File: src/rtl/cpu_run_ctrl.sv
// cpu_run_ctrl: run/reset/single-step sequencer for the soft CPU.
//   Each board button is synchronised and debounced. A debounced press on btn1
//   restarts the CPU through a fixed reset window. A debounced press on btn2
//   halts the CPU, or single-steps it when it is already halted. CPU progress
//   is gated with a clock enable; the CPU clock itself is never gated.
// Ports:
//   clk         system clock
//   reset       asynchronous active-low block reset
//   btn1, btn2  raw active-low buttons (btn1 = restart, btn2 = halt/step)
//   cpu_rst_n   CPU reset, active-low
//   cpu_clk_en  CPU clock enable
//   halted      high in HALT and STEP
//   state       FSM state code, for LEDs/debug
// All outputs are registered together with the state register.
module cpu_run_ctrl #(
  parameter int unsigned DEBOUNCE_CYCLES = 65536,
  parameter int unsigned CNT_W           = 17,
  parameter int unsigned RESET_HOLD      = 16
) (
  input  logic       clk,
  input  logic       reset,
  input  logic       btn1,
  input  logic       btn2,
  output logic       cpu_rst_n,
  output logic       cpu_clk_en,
  output logic       halted,
  output logic [2:0] state
);

  localparam int unsigned HoldW = (RESET_HOLD > 1) ? $clog2(RESET_HOLD) : 1;
  localparam logic [CNT_W-1:0] DebLast  = CNT_W'(DEBOUNCE_CYCLES - 1);
  localparam logic [HoldW-1:0] HoldLast = HoldW'(RESET_HOLD - 1);

  typedef enum logic [2:0] {
    StInit = 3'd0,
    StHold = 3'd1,
    StRun  = 3'd2,
    StHalt = 3'd3,
    StStep = 3'd4
  } state_e;

  // ---------------------------------------------------------------------------
  // Synchronise and debounce; bit 0 = btn1, bit 1 = btn2
  // ---------------------------------------------------------------------------
  logic [1:0]       btn_raw;
  logic [1:0]       sync1_q, sync2_q;
  logic [1:0]       deb_q, deb_d, deb_prev_q;
  logic [1:0]       press_q, press_d;
  logic [CNT_W-1:0] cnt_q [2];
  logic [CNT_W-1:0] cnt_d [2];

  assign btn_raw = {btn2, btn1};

  always_comb begin
    for (int i = 0; i < 2; i++) begin
      deb_d[i] = deb_q[i];
      cnt_d[i] = '0;
      if (sync2_q[i] != deb_q[i]) begin
        if (cnt_q[i] == DebLast) begin
          deb_d[i] = sync2_q[i];
        end else begin
          cnt_d[i] = cnt_q[i] + CNT_W'(1);
        end
      end
    end
    // One pulse, one cycle after the debounced level falls; releases are silent.
    press_d = deb_prev_q & ~deb_q;
  end

  always_ff @(posedge clk or negedge reset) begin
    if (!reset) begin
      sync1_q    <= 2'b11;
      sync2_q    <= 2'b11;
      deb_q      <= 2'b11;
      deb_prev_q <= 2'b11;
      press_q    <= 2'b00;
      cnt_q[0]   <= '0;
      cnt_q[1]   <= '0;
    end else begin
      sync1_q    <= btn_raw;
      sync2_q    <= sync1_q;
      deb_q      <= deb_d;
      deb_prev_q <= deb_q;
      press_q    <= press_d;
      cnt_q[0]   <= cnt_d[0];
      cnt_q[1]   <= cnt_d[1];
    end
  end

  // ---------------------------------------------------------------------------
  // Sequencer FSM
  // ---------------------------------------------------------------------------
  state_e           state_q, state_d;
  logic [HoldW-1:0] hold_q, hold_d;
  logic             cpu_rst_n_q, cpu_rst_n_d;
  logic             cpu_clk_en_q, cpu_clk_en_d;
  logic             halted_q, halted_d;

  always_comb begin
    state_d = state_q;
    // The hold counter is zero outside HOLD_RESET, so every entry gets the full window.
    hold_d  = '0;
    case (state_q)
      StInit: state_d = StHold;
      StHold: begin
        if (hold_q == HoldLast) begin
          state_d = StRun;
        end else begin
          hold_d = hold_q + HoldW'(1);
        end
      end
      StRun: begin
        if (press_q[0]) begin
          state_d = StHold;
        end else if (press_q[1]) begin
          state_d = StHalt;
        end
      end
      StHalt: begin
        if (press_q[0]) begin
          state_d = StHold;
        end else if (press_q[1]) begin
          state_d = StStep;
        end
      end
      StStep:  state_d = StHalt;
      default: state_d = StInit;
    endcase

    // Outputs decoded from the next state so they register alongside it.
    cpu_rst_n_d  = (state_d == StRun) || (state_d == StHalt) || (state_d == StStep);
    cpu_clk_en_d = (state_d == StHold) || (state_d == StRun) || (state_d == StStep);
    halted_d     = (state_d == StHalt) || (state_d == StStep);
  end

  always_ff @(posedge clk or negedge reset) begin
    if (!reset) begin
      state_q      <= StInit;
      hold_q       <= '0;
      cpu_rst_n_q  <= 1'b0;
      cpu_clk_en_q <= 1'b0;
      halted_q     <= 1'b0;
    end else begin
      state_q      <= state_d;
      hold_q       <= hold_d;
      cpu_rst_n_q  <= cpu_rst_n_d;
      cpu_clk_en_q <= cpu_clk_en_d;
      halted_q     <= halted_d;
    end
  end

  assign cpu_rst_n  = cpu_rst_n_q;
  assign cpu_clk_en = cpu_clk_en_q;
  assign halted     = halted_q;
  assign state      = state_q;

endmodule

File: config.mk
export PLATFORM = sky130hd
export DESIGN_NAME = cpu_run_ctrl
export DESIGN_NICKNAME = d
export VERILOG_FILES = /design/src/rtl/cpu_run_ctrl.sv
export SDC_FILE = /design/constraint.sdc
export NUM_CORES = 1
export LEC_CHECK = 0
export ABC_CLOCK_PERIOD_IN_PS = 5200
export BUFFER_PORTS_ARGS = -buffer_cell sky130_fd_sc_hd__buf_2
export CORE_UTILIZATION = 30
export CTS_BUF_LIST = sky130_fd_sc_hd__clkbuf_8
export CTS_CLUSTER_SIZE = 28
export DETAILED_ROUTE_END_ITERATION = 8
export GPL_ROUTABILITY_DRIVEN = 0
export GPL_TIMING_DRIVEN = 0
export PLACE_DENSITY = 0.55
export SKIP_LAST_GASP = 1
export SLEW_MARGIN = 20
export SYNTH_ARGS = -nofsm -noshare
export SYNTH_HDL_FRONTEND = slang
export SYNTH_SLANG_ARGS = --single-unit
File: constraint.sdc
create_clock -name clk -period 5.2 [get_ports clk]
set_input_delay 0.52 -clock clk [delete_from_list [all_inputs] [get_ports clk]]
set_output_delay 0.52 -clock clk [all_outputs]
set_load 0.01 [all_outputs]
After elaboration in Yosys (flattened, before gate mapping)
Cells that the tools add are included.
- flip-flop bits (word level): 54
- mux-type cells: 12
- add/sub/neg operators: 3
- bitwise logic cells: 2
- eq/ne operators: 13
- reductions and logical operators: 8
- operators with widths (cell ; count):
    17-bit two-way mux ; 4
    17-bit by 1-bit adder with 17-bit output, second input constant ; 2
    17-bit by 16-bit == test with 1-bit output, second input constant ; 2
    3-bit two-way mux ; 5
    3-bit case mux with 5 select lines ; 1
    3-bit by 2-bit == test with 1-bit output, second input constant ; 4
    4-bit two-way mux ; 2
    3-bit by 1-bit == test with 1-bit output, second input constant ; 2
    3-bit == test, second input constant ; 2
    1-bit logical OR ; 5
    4-bit by 1-bit adder with 4-bit output, second input constant ; 1
    4-bit == test, second input constant ; 1
    2-bit AND reduction ; 2
    3-bit zero test ; 1
    2-bit AND ; 1
    1-bit != test ; 2
    2-bit NOT ; 1

Depth between registers and ports, before layout
Gate-level depths: netlist of the first run.
- depth after elaboration: 6
- gate-level depth with buffers: 7
- depth with buffers taken out: 5

Least setup slack after synthesis of the first run
Ideal clock, no wire load.
- kind: reg-to-reg
- start: register cnt_q[6] (netlist bit)
- end: register cnt_q[10] (netlist bit)
- path slack: 3343 ps
- cell stages (with the launch flop): 7
- arrival: 1738 ps
- buffers on the path: 2
- setup time: 119 ps
- path through: dfrtp_1 nand4_2 or4_1 buf_2 o31ai_4 buf_6 nor2_1
- RTL lines (item ; line ; RTL):
    start: declaration ; 49 ; logic [CNT_W-1:0] cnt_q [2];

==> results.yml, run 1 <==
outcome:
  status: "completed"
route:
  detailedRoute.firstIterationViolations: 69
  wirelength_mm: 3.762
  first_pass_iters: 4
  detail_routed_via_count_per_cell: 4.540
  drt-wirelength-per-cell_um: 11.10
  ant_nets: 0
  route.vias.total: 1539
  post-route-drc-count: 0
power_and_ir_drop:
  irDropWorstVdd_mv: 0.1379
  p_leak_nw: 1.108
  power.density_mw_per_mm2: 274.9
synthesis:
  synthesized_instance_count: 220
  postSynthAreaPerCell_um2: 10.81
  post_synth_num_cell_types: 34
  synth_nets: 227
  post_synth_main_area_contributors: "sky130_fd_sc_hd__dfrtp_1 48%, sky130_fd_sc_hd__dfstp_2 8.8%, sky130_fd_sc_hd__nor2_1 5.7%, sky130_fd_sc_hd__xnor2_1 5.5%, sky130_fd_sc_hd__xor2_1 4.8%"
  post_synth_instance_area_mm2: 0.002377
  yosys.area.top_type_share_pct: 48.42
  synth-seq-area-share_pct: 57.26
  synthDominantAreaCellType: "sky130_fd_sc_hd__dfrtp_1"
  postSynthRegisterBits: 54
  yosysWarningCount: 0
clock_tree:
  clk_root_buffer_cell: "sky130_fd_sc_hd__clkbuf_8"
  cts_buffers: 5
  cts.htree.levels: 2
  post_cts.repair.setup_buffers: 0
  number_of_buffers_added_to_fix_hold_violations_after_cts: 0
  clock_path_buffers: 2
  clkTransAtPathRegs_ps: 100
  clock-sinks: 54
  post_cts.resized_instances: 0
  insertion_delay_ps: 310
  tritoncts_clock_tree: "done"
floorplan:
  ports: 10
  floorplan.core_area_mm2: 0.007687
  dieHeight_um: 91.02
  start_util_pct: 30.92
  die_x_um: 91.02
  std_cell_rows: 32
  fp.dieArea_mm2: 0.008285
timing:
  setup-violations-final: 0
  slew-limit-headroom_pct: 55.48
  timing_hold_violations_final: 0
  skew_ps: 5.801
  rsz0062_at_grt: "no"
  maximum_clock_frequency_mhz: 473.5
  post-route-period-util_pct: 40.61
  count_of_pins_over_their_slew_limit: 0
  timing_worst_slew_pin_value_ps: 667.9
  setup_tns_ps: 0
  fin_crit_ps: 2112
flow_run:
  max_cap_viol_count: 0
global_route:
  grt_start_max_net_pins: 55
  grt-ovfl-total: 0
  grt_pass1_wl_mm: 6.893
  groute.layer.met1.usage_pct: 13.84
  top_usage_layer: "met2"
  first_global_vias: 1521
  globalRouteTotalUtil_pct: 10.22
  grtUsageMet3_pct: 2.010
  antenna_found_initial: 0
  grt.met2_usage_pct: 15.91
finish:
  insertedDiodeCount: 0
  multiInputGateArea_um2: 963.4
  nFillCells: 775
  syn2layout_area_growth_pct: 12.00
  seq_area_mm2: 0.001361
  finish.cell_count_without_fillers: 339
  final_net_count: 243
  final_layout_size_suffix_gt1_share_pct: 14.77
setup_path:
  timing.critical_path.from_type: "flip-flop"
  critPathArrivalTime_ps: 2310
  rr_startpoint: "cnt_q[19]$_DFF_PN0_"
  end_of_the_worst_register_to_register_path: "cnt_q[23]$_DFF_PN0_"
  cp_data_required_time_ps: 5390
  reg2reg_depth: 6
  path_max_fanout: 10
  timing.setup.critical_path_class: "reg2reg"
  worstSetupEndpoint: "cnt_q[23]$_DFF_PN0_"
  rrSetupSlack_ps: 3090
  cp-startpoint: "cnt_q[19]$_DFF_PN0_"
  critPathCaptureType: "flip-flop"
placed_design:
  dpl_wire_length_mm: 2.510
  place.detailed.instances: 331
  port_buffers: 9
min_path:
  worstHoldPathType: "in2async"
[sequential cells by signal, summed over array words and instances, names as in the netlist, 2 cells and up]
signal      flops
cnt_q          34
deb_prev_q      2
deb_q           2
hold_q          4
press_q         2
state           3
sync1_q         2
sync2_q         2
[cells by family after synthesis]
family | Yosys count | synth area share, %
compound gates | 23 | 6.579
fa+ha+maj | 3 | 1.579
buf+inv | 11 | 2.211
xor+xnor | 28 | 10.32
mux | 2 | 0.9473
flops | 54 | 57.26
simple gates | 99 | 21.10
[cells in the mapped netlist]
cell                       instances
sky130_fd_sc_hd__nand3_1          13
sky130_fd_sc_hd__dfstp_2           8
sky130_fd_sc_hd__and4_1            1
sky130_fd_sc_hd__a21oi_1           6
sky130_fd_sc_hd__or3b_2            1
sky130_fd_sc_hd__dfrtp_1          46
sky130_fd_sc_hd__o31ai_4           1
sky130_fd_sc_hd__o31ai_2           1
sky130_fd_sc_hd__nor2_1           36
sky130_fd_sc_hd__or4_1             3
sky130_fd_sc_hd__nand3_2           1
sky130_fd_sc_hd__buf_2             3
sky130_fd_sc_hd__mux2_2            2
sky130_fd_sc_hd__nor3b_1           2
sky130_fd_sc_hd__xor2_1           13
sky130_fd_sc_hd__o21ai_0          10
sky130_fd_sc_hd__and4b_1           1
sky130_fd_sc_hd__nor2b_1           3
sky130_fd_sc_hd__buf_6             1
sky130_fd_sc_hd__ha_1              3
sky130_fd_sc_hd__o31ai_1           1
sky130_fd_sc_hd__a21boi_0          1
sky130_fd_sc_hd__nand4b_1          1
sky130_fd_sc_hd__nand4_1           8
sky130_fd_sc_hd__inv_1             7
sky130_fd_sc_hd__nand2_1          12
sky130_fd_sc_hd__nor3_1            7
sky130_fd_sc_hd__a21boi_1          1
sky130_fd_sc_hd__or3_1             3
sky130_fd_sc_hd__nor4_1            4
sky130_fd_sc_hd__and3_1            2
sky130_fd_sc_hd__nand4_2           1
sky130_fd_sc_hd__xnor2_1          15
sky130_fd_sc_hd__o211a_1           2
[through the flow]
step	area [um2]	utilization, %	hold WS [ps]	setup slack [ps]	total power [mW]
2_1_floorplan	2377	-	224.4	3343	0.4513
3_3_place_gp	2550	33.17	345.6	3110	0.4648
3_5_place_dp	2552	33.20	349.3	3107	0.4656
4_1_cts	2663	34.64	266.8	3091	0.7485
5_1_grt	2663	34.64	281.9	2859	0.7674
6_report	2663	34.64	236.3	3088	0.7320
[area by class of cell]
cell class,instances,share of cell area [%]
multi-input cells,155,36.18
inverters,7,0.9868
flip-flops and latches,54,51.13
clock inverters,3,1.551
clock buffers,5,2.585
repair buffers,9,1.786
well taps,102,4.793
plain buffers,4,0.9868
[critical path, stage by stage (launching register included)]
cell and delay [ps]:
sky130_fd_sc_hd__dfrtp_1 440, sky130_fd_sc_hd__and4_1 210, sky130_fd_sc_hd__buf_2 160, sky130_fd_sc_hd__nand4_1 270, sky130_fd_sc_hd__o31ai_2 530, sky130_fd_sc_hd__buf_2 320
sky130_fd_sc_hd__nor2_1 70
[power by group]
part,internal [mW],switching [mW]
registers,0.426,0.00603
clock network,0.142,0.134
logic,0.00700,0.0169
total,0.575,0.157
[metal layers]
metal | share of wire, % | vias up | wire [um]
li1 | - | 785 | -
met1 | 52 | 733 | 1960
met2 | 43 | 14 | 1636
met3 | 2.4 | 7 | 91
met4 | 2.0 | 0 | 74
met5 | 0 | - | 0
[how the worst min path moves through the flow]
stage / cells after the start / slack [ps] / end / start
global route: 1 / 280 / sync1_q[0]$_DFF_PN1_ / btn1
finish: 1 / 240 / press_q[0]$_DFF_PN0_ / reset
global placement: 0 / 350 / sync2_q[1]$_DFF_PN1_ / sync1_q[1]$_DFF_PN1_
CTS: 1 / 270 / halted$_DFF_PN0_ / reset
detailed placement: 0 / 350 / sync2_q[1]$_DFF_PN1_ / sync1_q[1]$_DFF_PN1_
floorplan: 0 / 220 / cnt_q[0]$_DFF_PN0_ / reset
[placed cells by master, fill, tap and decap left out, drive strengths merged, types with 2 or more instances in the layout]
| cell | instances |
|---|---|
| o211a | 2 |
| nor2b | 3 |
| dfrtp | 46 |
| nand4 | 9 |
| xnor2 | 15 |
| nor3b | 2 |
| nand2 | 12 |
| buf | 13 |
| nor2 | 36 |
| a21boi | 2 |
| o21ai | 10 |
| nor4 | 4 |
| clkbuf | 5 |
| dfstp | 8 |
| and3 | 2 |
| mux2 | 2 |
| nor3 | 7 |
| a21oi | 6 |
| or3 | 3 |
| inv | 8 |
| or4 | 3 |
| nand3 | 14 |
| o31ai | 3 |
| ha | 3 |
| xor2 | 13 |
(Power assumes the default switching activity.)
==> run 2: changes to the inputs <==
- ABC_AREA: default -> 1
- ABC_CLOCK_PERIOD_IN_PS: 5200 -> 2100
- clock period: 5.2 -> 2.1 ns (I/O delays scaled with it)
==> results.yml, run 2 <==
timing:
  count_of_pins_over_their_slew_limit: 0
  slew-limit-headroom_pct: 54.65
  setup_tns_ps: 0
  rsz0062_at_grt: "no"
  post-route-period-util_pct: 71.94
  fin_crit_ps: 1511
  skew_ps: 3.642
  setup-violations-final: 0
  maximum_clock_frequency_mhz: 662.0
  timing_hold_violations_final: 0
  timing_worst_slew_pin_value_ps: 680.3
synthesis:
  synth_nets: 285
  async_reset_ff_share_pct: 100.0
  post_synth_instance_area_mm2: 0.002484
  ys_top_cells_by_count: "72 x sky130_fd_sc_hd__nor2_1, 58 x sky130_fd_sc_hd__nand2_1, 46 x sky130_fd_sc_hd__dfrtp_1, 27 x sky130_fd_sc_hd__inv_1, 17 x sky130_fd_sc_hd__xor2_1"
  synth-seq-area-share_pct: 54.81
  synthDominantAreaCellType: "sky130_fd_sc_hd__dfrtp_1"
  yosys.area.top_type_share_pct: 46.35
  synthesized_instance_count: 278
  post_synth_edffs: 0
  post_synth_num_cell_types: 26
  yosysWarningCount: 0
  synthFlopType: "sky130_fd_sc_hd__dfrtp_1"
  postSynthAreaPerCell_um2: 8.934
  post_synth_main_area_contributors: "sky130_fd_sc_hd__dfrtp_1 46%, sky130_fd_sc_hd__nor2_1 11%, sky130_fd_sc_hd__nand2_1 8.8%, sky130_fd_sc_hd__dfstp_2 8.5%, sky130_fd_sc_hd__xor2_1 6.0%"
  postSynthRegisterBits: 54
  post-synth-top-count-cell: "sky130_fd_sc_hd__nor2_1"
clock_tree:
  number_of_buffers_added_to_fix_hold_violations_after_cts: 3
  cts_buffers: 5
  post_cts.repair.setup_buffers: 0
  clock_path_buffers: 2
  clk_root_buffer_cell: "sky130_fd_sc_hd__clkbuf_8"
  cts.htree.levels: 2
  clock-sinks: 54
  tritoncts_clock_tree: "done"
  post_cts.resized_instances: 0
  clkTransAtPathRegs_ps: 90
  insertion_delay_ps: 300
power_and_ir_drop:
  power.density_mw_per_mm2: 613.2
  power_frac_clock_pct: 34.0
  power_frac_seq_pct: 62.4
  p_leak_nw: 1.218
  p_switching_uw: 368.4
  power.share.switching_pct: 21.61
  combinationalPowerShare_pct: 3.5
  irDropWorstVdd_mv: 0.2250
  internal_power_mw: 1.336
global_route:
  first_global_vias: 1685
  antenna_found_initial: 0
  grt-ovfl-total: 0
  grt_start_max_net_pins: 55
  grt_pass1_wl_mm: 7.493
  globalRouteTotalUtil_pct: 10.90
setup_path:
  crit_path_cell_trace: "ha_1, nand2_1, nor2_4, nand4_4, o21bai_4, nor2_1"
  rr_startpoint: "cnt_q[0]$_DFF_PN0_"
  path_max_fanout: 9
  cp_slowest_cell: "sky130_fd_sc_hd__dfrtp_1"
  cp-startpoint: "cnt_q[0]$_DFF_PN0_"
  critPathCaptureType: "flip-flop"
  cpLargestDelayFamily: "simple AND/OR/NAND/NOR gates"
  max_stage_delay_ps: 390
  cp_data_required_time_ps: 2290
  timing.critical_path.from_type: "flip-flop"
  timing.critical_path.buf_inv: 0
  critPathArrivalTime_ps: 1700
  timing.setup.critical_path_class: "reg2reg"
placed_design:
  port_buffers: 9
  dpl_wire_length_mm: 2.846
route:
  wirelength_mm: 4.053
  ant_nets: 0
  detailedRoute.firstIterationViolations: 56
  post-route-drc-count: 0
  drt-wirelength-per-cell_um: 10.13
  detail_routed_via_count_per_cell: 4.310
  route.vias.total: 1724
  first_pass_iters: 4
min_path:
  timing.hold.worst.start: "sync1_q[0]$_DFF_PN1_"
  worstHoldPathType: "reg2reg"
finish:
  final_layout_size_suffix_gt1_share_pct: 11.74
  syn2layout_area_growth_pct: 11.94
  final_net_count: 304
  final_core_util_pct: 35.43
  top_library_cells_by_usage_in_the_layout_fill_and_taps_aside: "72 x sky130_fd_sc_hd__nor2_1, 58 x sky130_fd_sc_hd__nand2_1, 46 x sky130_fd_sc_hd__dfrtp_1, 28 x sky130_fd_sc_hd__inv_1, 17 x sky130_fd_sc_hd__xor2_1"
  insertedDiodeCount: 0
  most_common_cell_after_layout_fill_and_taps_aside: "sky130_fd_sc_hd__nor2_1"
  largest_register_ff_count: 34
  top_reg_by_flops: "cnt_q"
flow_run:
  max_cap_viol_count: 0
floorplan:
  die_x_um: 92.99
  fp.dieArea_mm2: 0.008646
  floorplan.core_area_mm2: 0.007848
  std_cell_rows: 32
  ports: 10
  start_util_pct: 31.65
  dieHeight_um: 92.99
outcome:
  status: "completed"
-- run 2: changes by cell type after synthesis, sizes merged, moves of 4 or more --
cell / change
nand2: +47
nor2: +40
inv: +20
xnor2: -9
nand4: -6
o21ai: -5
buf: -4
nor4: -4
xor2: +4
-- run 2: path summary, 6_finish.rpt --
| kind | end | slack, ps | depth (start not counted) |
|---|---|---|---|
| worst max-delay path | cnt_q[13]$_DFF_PN0_ | 590 | 6 |
| worst min-delay path | sync2_q[0]$_DFF_PN1_ | 360 | 0 |
| worst max register to register | cnt_q[13]$_DFF_PN0_ | 590 | 6 |
| worst min register to register | sync2_q[0]$_DFF_PN1_ | 360 | 0 |
| max in group asynchronous | hold_q[0]$_DFF_PN0_ | 1160 | 2 |
| min in group asynchronous | cnt_q[12]$_DFF_PN0_ | 470 | 2 |
-- run 2: logic make-up (layout without fill, tap and decap cells) --
logic type,Yosys count,count (layout),share of synthesized area (%)
and+or+nand+nor,159,159,28.06
DFF,54,54,54.81
buffers and inverters,27,47,4.081
xor gates and xnor gates,23,23,8.413
AOI/OAI and AO/OA,12,12,3.124
adders and majority gates,3,3,1.511
-- run 2: final cells by class --
cell class	instances	area [um2]
Timing Repair Buffer	12	77.57
Inverter	27	101.3
Clock inverter	2	8.758
Sequential cell	54	1361
Multi-Input combinational cell	197	1021
Fill cell	833	5067
Tap cell	102	127.6
Clock buffer	6	82.58
-- run 2: power by group through the flow --
stage	Sequential (mW)	Clock, mW	Combinational (mW)
after global routing	1.07	0.655	0.0721
after CTS	1.06	0.619	0.0637
after global placement	1.08	0	0.0578
after detailed placement	1.08	0	0.0593
after floorplan	1.08	0	0.0274
final	1.06	0.580	0.0603
-- run 2: metrics by stage --
step / instance area, um2 / total power [mW] / hold slack, ps / setup WS [ps] / cells
floorplan: 2484 / 1.111 / -85.59 / 798.3 / 278
global placement: 2656 / 1.142 / 314.6 / 601.3 / 389
detailed placement: 2659 / 1.144 / 301.4 / 576.4 / 389
CTS: 2780 / 1.747 / 362.9 / 564.1 / 400
global route: 2780 / 1.795 / 368.5 / 434.0 / 400
finish: 2780 / 1.705 / 360.8 / 589.4 / 400
-- run 2: worst register-to-register path: stages (launching register included) --
cell                       delay, ps
sky130_fd_sc_hd__dfrtp_1         390
sky130_fd_sc_hd__ha_1            180
sky130_fd_sc_hd__nand2_1         120
sky130_fd_sc_hd__nor2_4          210
sky130_fd_sc_hd__nand4_4         140
sky130_fd_sc_hd__o21bai_4        270
sky130_fd_sc_hd__nor2_1           80
-- run 2: layer usage --
layer | GRT usage, % | share of wire, % | up-vias
met5 | 0 | 0 | -
li1 | - | - | 896
met3 | 3.008 | 3.3 | 6
met2 | 17.46 | 44 | 23
met4 | 4.359 | 1.9 | 0
met1 | 13.90 | 50 | 799
==> run 3: changes to the inputs <==
- ABC_AREA: 1 -> 0
- ABC_CLOCK_PERIOD_IN_PS: 2100 -> 1400
- clock period: 2.1 -> 1.4 ns (I/O delays scaled with it)
==> results.yml, run 3 (synthesis results as in run 1) <==
timing:
  setup_slack_ps: -355.0
  skew_ps: 12.58
  slew-limit-headroom_pct: 56.09
  setup-violations-final: 35
  maximum_clock_frequency_mhz: 569.8
  post-route-period-util_pct: 125.4
  rsz0062_at_grt: "yes"
  fin_crit_ps: 1755
  count_of_pins_over_their_slew_limit: 0
  timing_worst_slew_pin_value_ps: 658.6
  setup_tns_ps: -8130
  timing_hold_violations_final: 0
finish:
  most_common_cell_after_layout_fill_and_taps_aside: "sky130_fd_sc_hd__dfrtp_1"
  syn2layout_area_growth_pct: 31.84
  final_net_count: 277
  largest_register_ff_count: 34
  final_core_util_pct: 40.77
  top_library_cells_by_usage_in_the_layout_fill_and_taps_aside: "41 x sky130_fd_sc_hd__dfrtp_1, 29 x sky130_fd_sc_hd__buf_4, 18 x sky130_fd_sc_hd__nor2_2, 16 x sky130_fd_sc_hd__nor2_1, 15 x sky130_fd_sc_hd__xnor2_1"
  top_reg_by_flops: "cnt_q"
  design_area_mm2: 0.003134
  insertedDiodeCount: 0
  final_layout_size_suffix_gt1_share_pct: 37.64
clock_tree:
  cts.htree.levels: 2
  tritoncts_clock_tree: "done"
  cts_buffers: 5
  clkTransAtPathRegs_ps: 100
  insertion_delay_ps: 310
  clk_root_buffer_cell: "sky130_fd_sc_hd__clkbuf_8"
  clock-sinks: 54
  clock_path_buffers: 2
placed_design:
  port_buffers: 9
  dpl_wire_length_mm: 2.646
  place_worst_setup_slack_ps: -638.6
  dpl_cell_area_mm2: 0.002587
floorplan:
  start_util_pct: 30.92
  fp.dieArea_mm2: 0.008285
  dieHeight_um: 91.02
  std_cell_rows: 32
  die_x_um: 91.02
  ports: 10
  floorplan.core_area_mm2: 0.007687
route:
  detail_routed_via_count_per_cell: 4.729
  ant_nets: 0
  post-route-drc-count: 0
  route.vias.total: 1764
  wirelength_mm: 4.582
  first_pass_iters: 4
  detailedRoute.firstIterationViolations: 70
  drt-wirelength-per-cell_um: 12.28
power_and_ir_drop:
  power.density_mw_per_mm2: 908.3
  post-layout-total-power_mw: 2.847
  irDropWorstVdd_mv: 0.5416
  p_leak_nw: 1.294
setup_path:
  cp_data_required_time_ps: 1610
  crit_path_cell_trace: "ha_4, nand2_4, or4_4, o31ai_4, buf_4, nor2_1"
  timing.critical_path.buf_inv: 1
  cp_slowest_cell: "sky130_fd_sc_hd__or4_4"
  timing.setup.critical_path_class: "reg2reg"
  max_stage_delay_ps: 460
  path_max_fanout: 5
  critPathCaptureType: "flip-flop"
  timing.critical_path.from_type: "flip-flop"
  cpLargestDelayFamily: "simple AND/OR/NAND/NOR gates"
  critPathArrivalTime_ps: 1960
flow_run:
  max_cap_viol_count: 0
global_route:
  globalRouteTotalUtil_pct: 11.90
  antenna_found_initial: 0
  grt-ovfl-total: 0
  first_global_vias: 1768
  grt_start_max_net_pins: 55
  grt_pass1_wl_mm: 7.948
outcome:
  status: "finished with violations"
  violations: "negative setup slack"
min_path:
  worstHoldPathType: "reg2reg"
==> run 3: path summary, 6_finish.rpt <==
check                                          start                    to  slack [ps]  cells past startpoint
max in group asynchronous                      reset    cnt_q[2]$_DFF_PN0_         520                      2
min in group asynchronous                      reset   cnt_q[20]$_DFF_PN0_         410                      2
worst max-delay path              cnt_q[1]$_DFF_PN0_   cnt_q[13]$_DFF_PN0_        -360                      6
worst min register to register  sync1_q[1]$_DFF_PN1_  sync2_q[1]$_DFF_PN1_         370                      0
worst max register to register    cnt_q[1]$_DFF_PN0_   cnt_q[13]$_DFF_PN0_        -360                      6
worst min-delay path            sync1_q[1]$_DFF_PN1_  sync2_q[1]$_DFF_PN1_         370                      0
==> run 3: metal layers <==
layer  vias to the layer above  share of wire, %  track usage [%]
li1                        855                 -                -
met1                       877                46            14.66
met2                        27                50            20.01
met3                         5               3.1            2.848
met4                         0               1.2            4.762
met5                         -                 0                0
==> run 3: repair_timing <==
action	4_1_cts	5_1_grt
hold buffers	3	0
hold endpoints to repair	48	0
pin swaps	12	8
gates cloned	2	0
setup buffers	22	8
setup endpoints to repair	37	38
gates resized for setup	16	34
==> run 3: where the power goes <==
| part | switching [mW] | internal, mW |
|---|---|---|
| Clock | 0.532 | 0.546 |
| Sequential | 0.0230 | 1.59 |
| Combinational | 0.0899 | 0.0704 |
| Total | 0.645 | 2.20 |
==> run 3: worst reg2reg max path, cell delays in order (launching register included) <==
cell	delay, ps
sky130_fd_sc_hd__dfrtp_1	410
sky130_fd_sc_hd__ha_4	170
sky130_fd_sc_hd__nand2_4	70
sky130_fd_sc_hd__or4_4	460
sky130_fd_sc_hd__o31ai_4	300
sky130_fd_sc_hd__buf_4	210
sky130_fd_sc_hd__nor2_1	50
==> run 3: through the flow <==
stage,hold slack (ps),std cells
floorplan,-155.6,220
finish,366.3,373
CTS,368.7,365
detailed placement,230.3,331
global route,371.0,373
global placement,246.1,331
==> run 3: area by class of cell <==
class	count	area, um2
inverters	7	26.28
well taps	102	127.6
plain buffers	3	33.78
flip-flops and latches	54	1368
repair buffers	44	332.8
fillers	756	4553
multi-input cells	155	1130
clock buffers	5	68.82
clock inverters	3	47.55
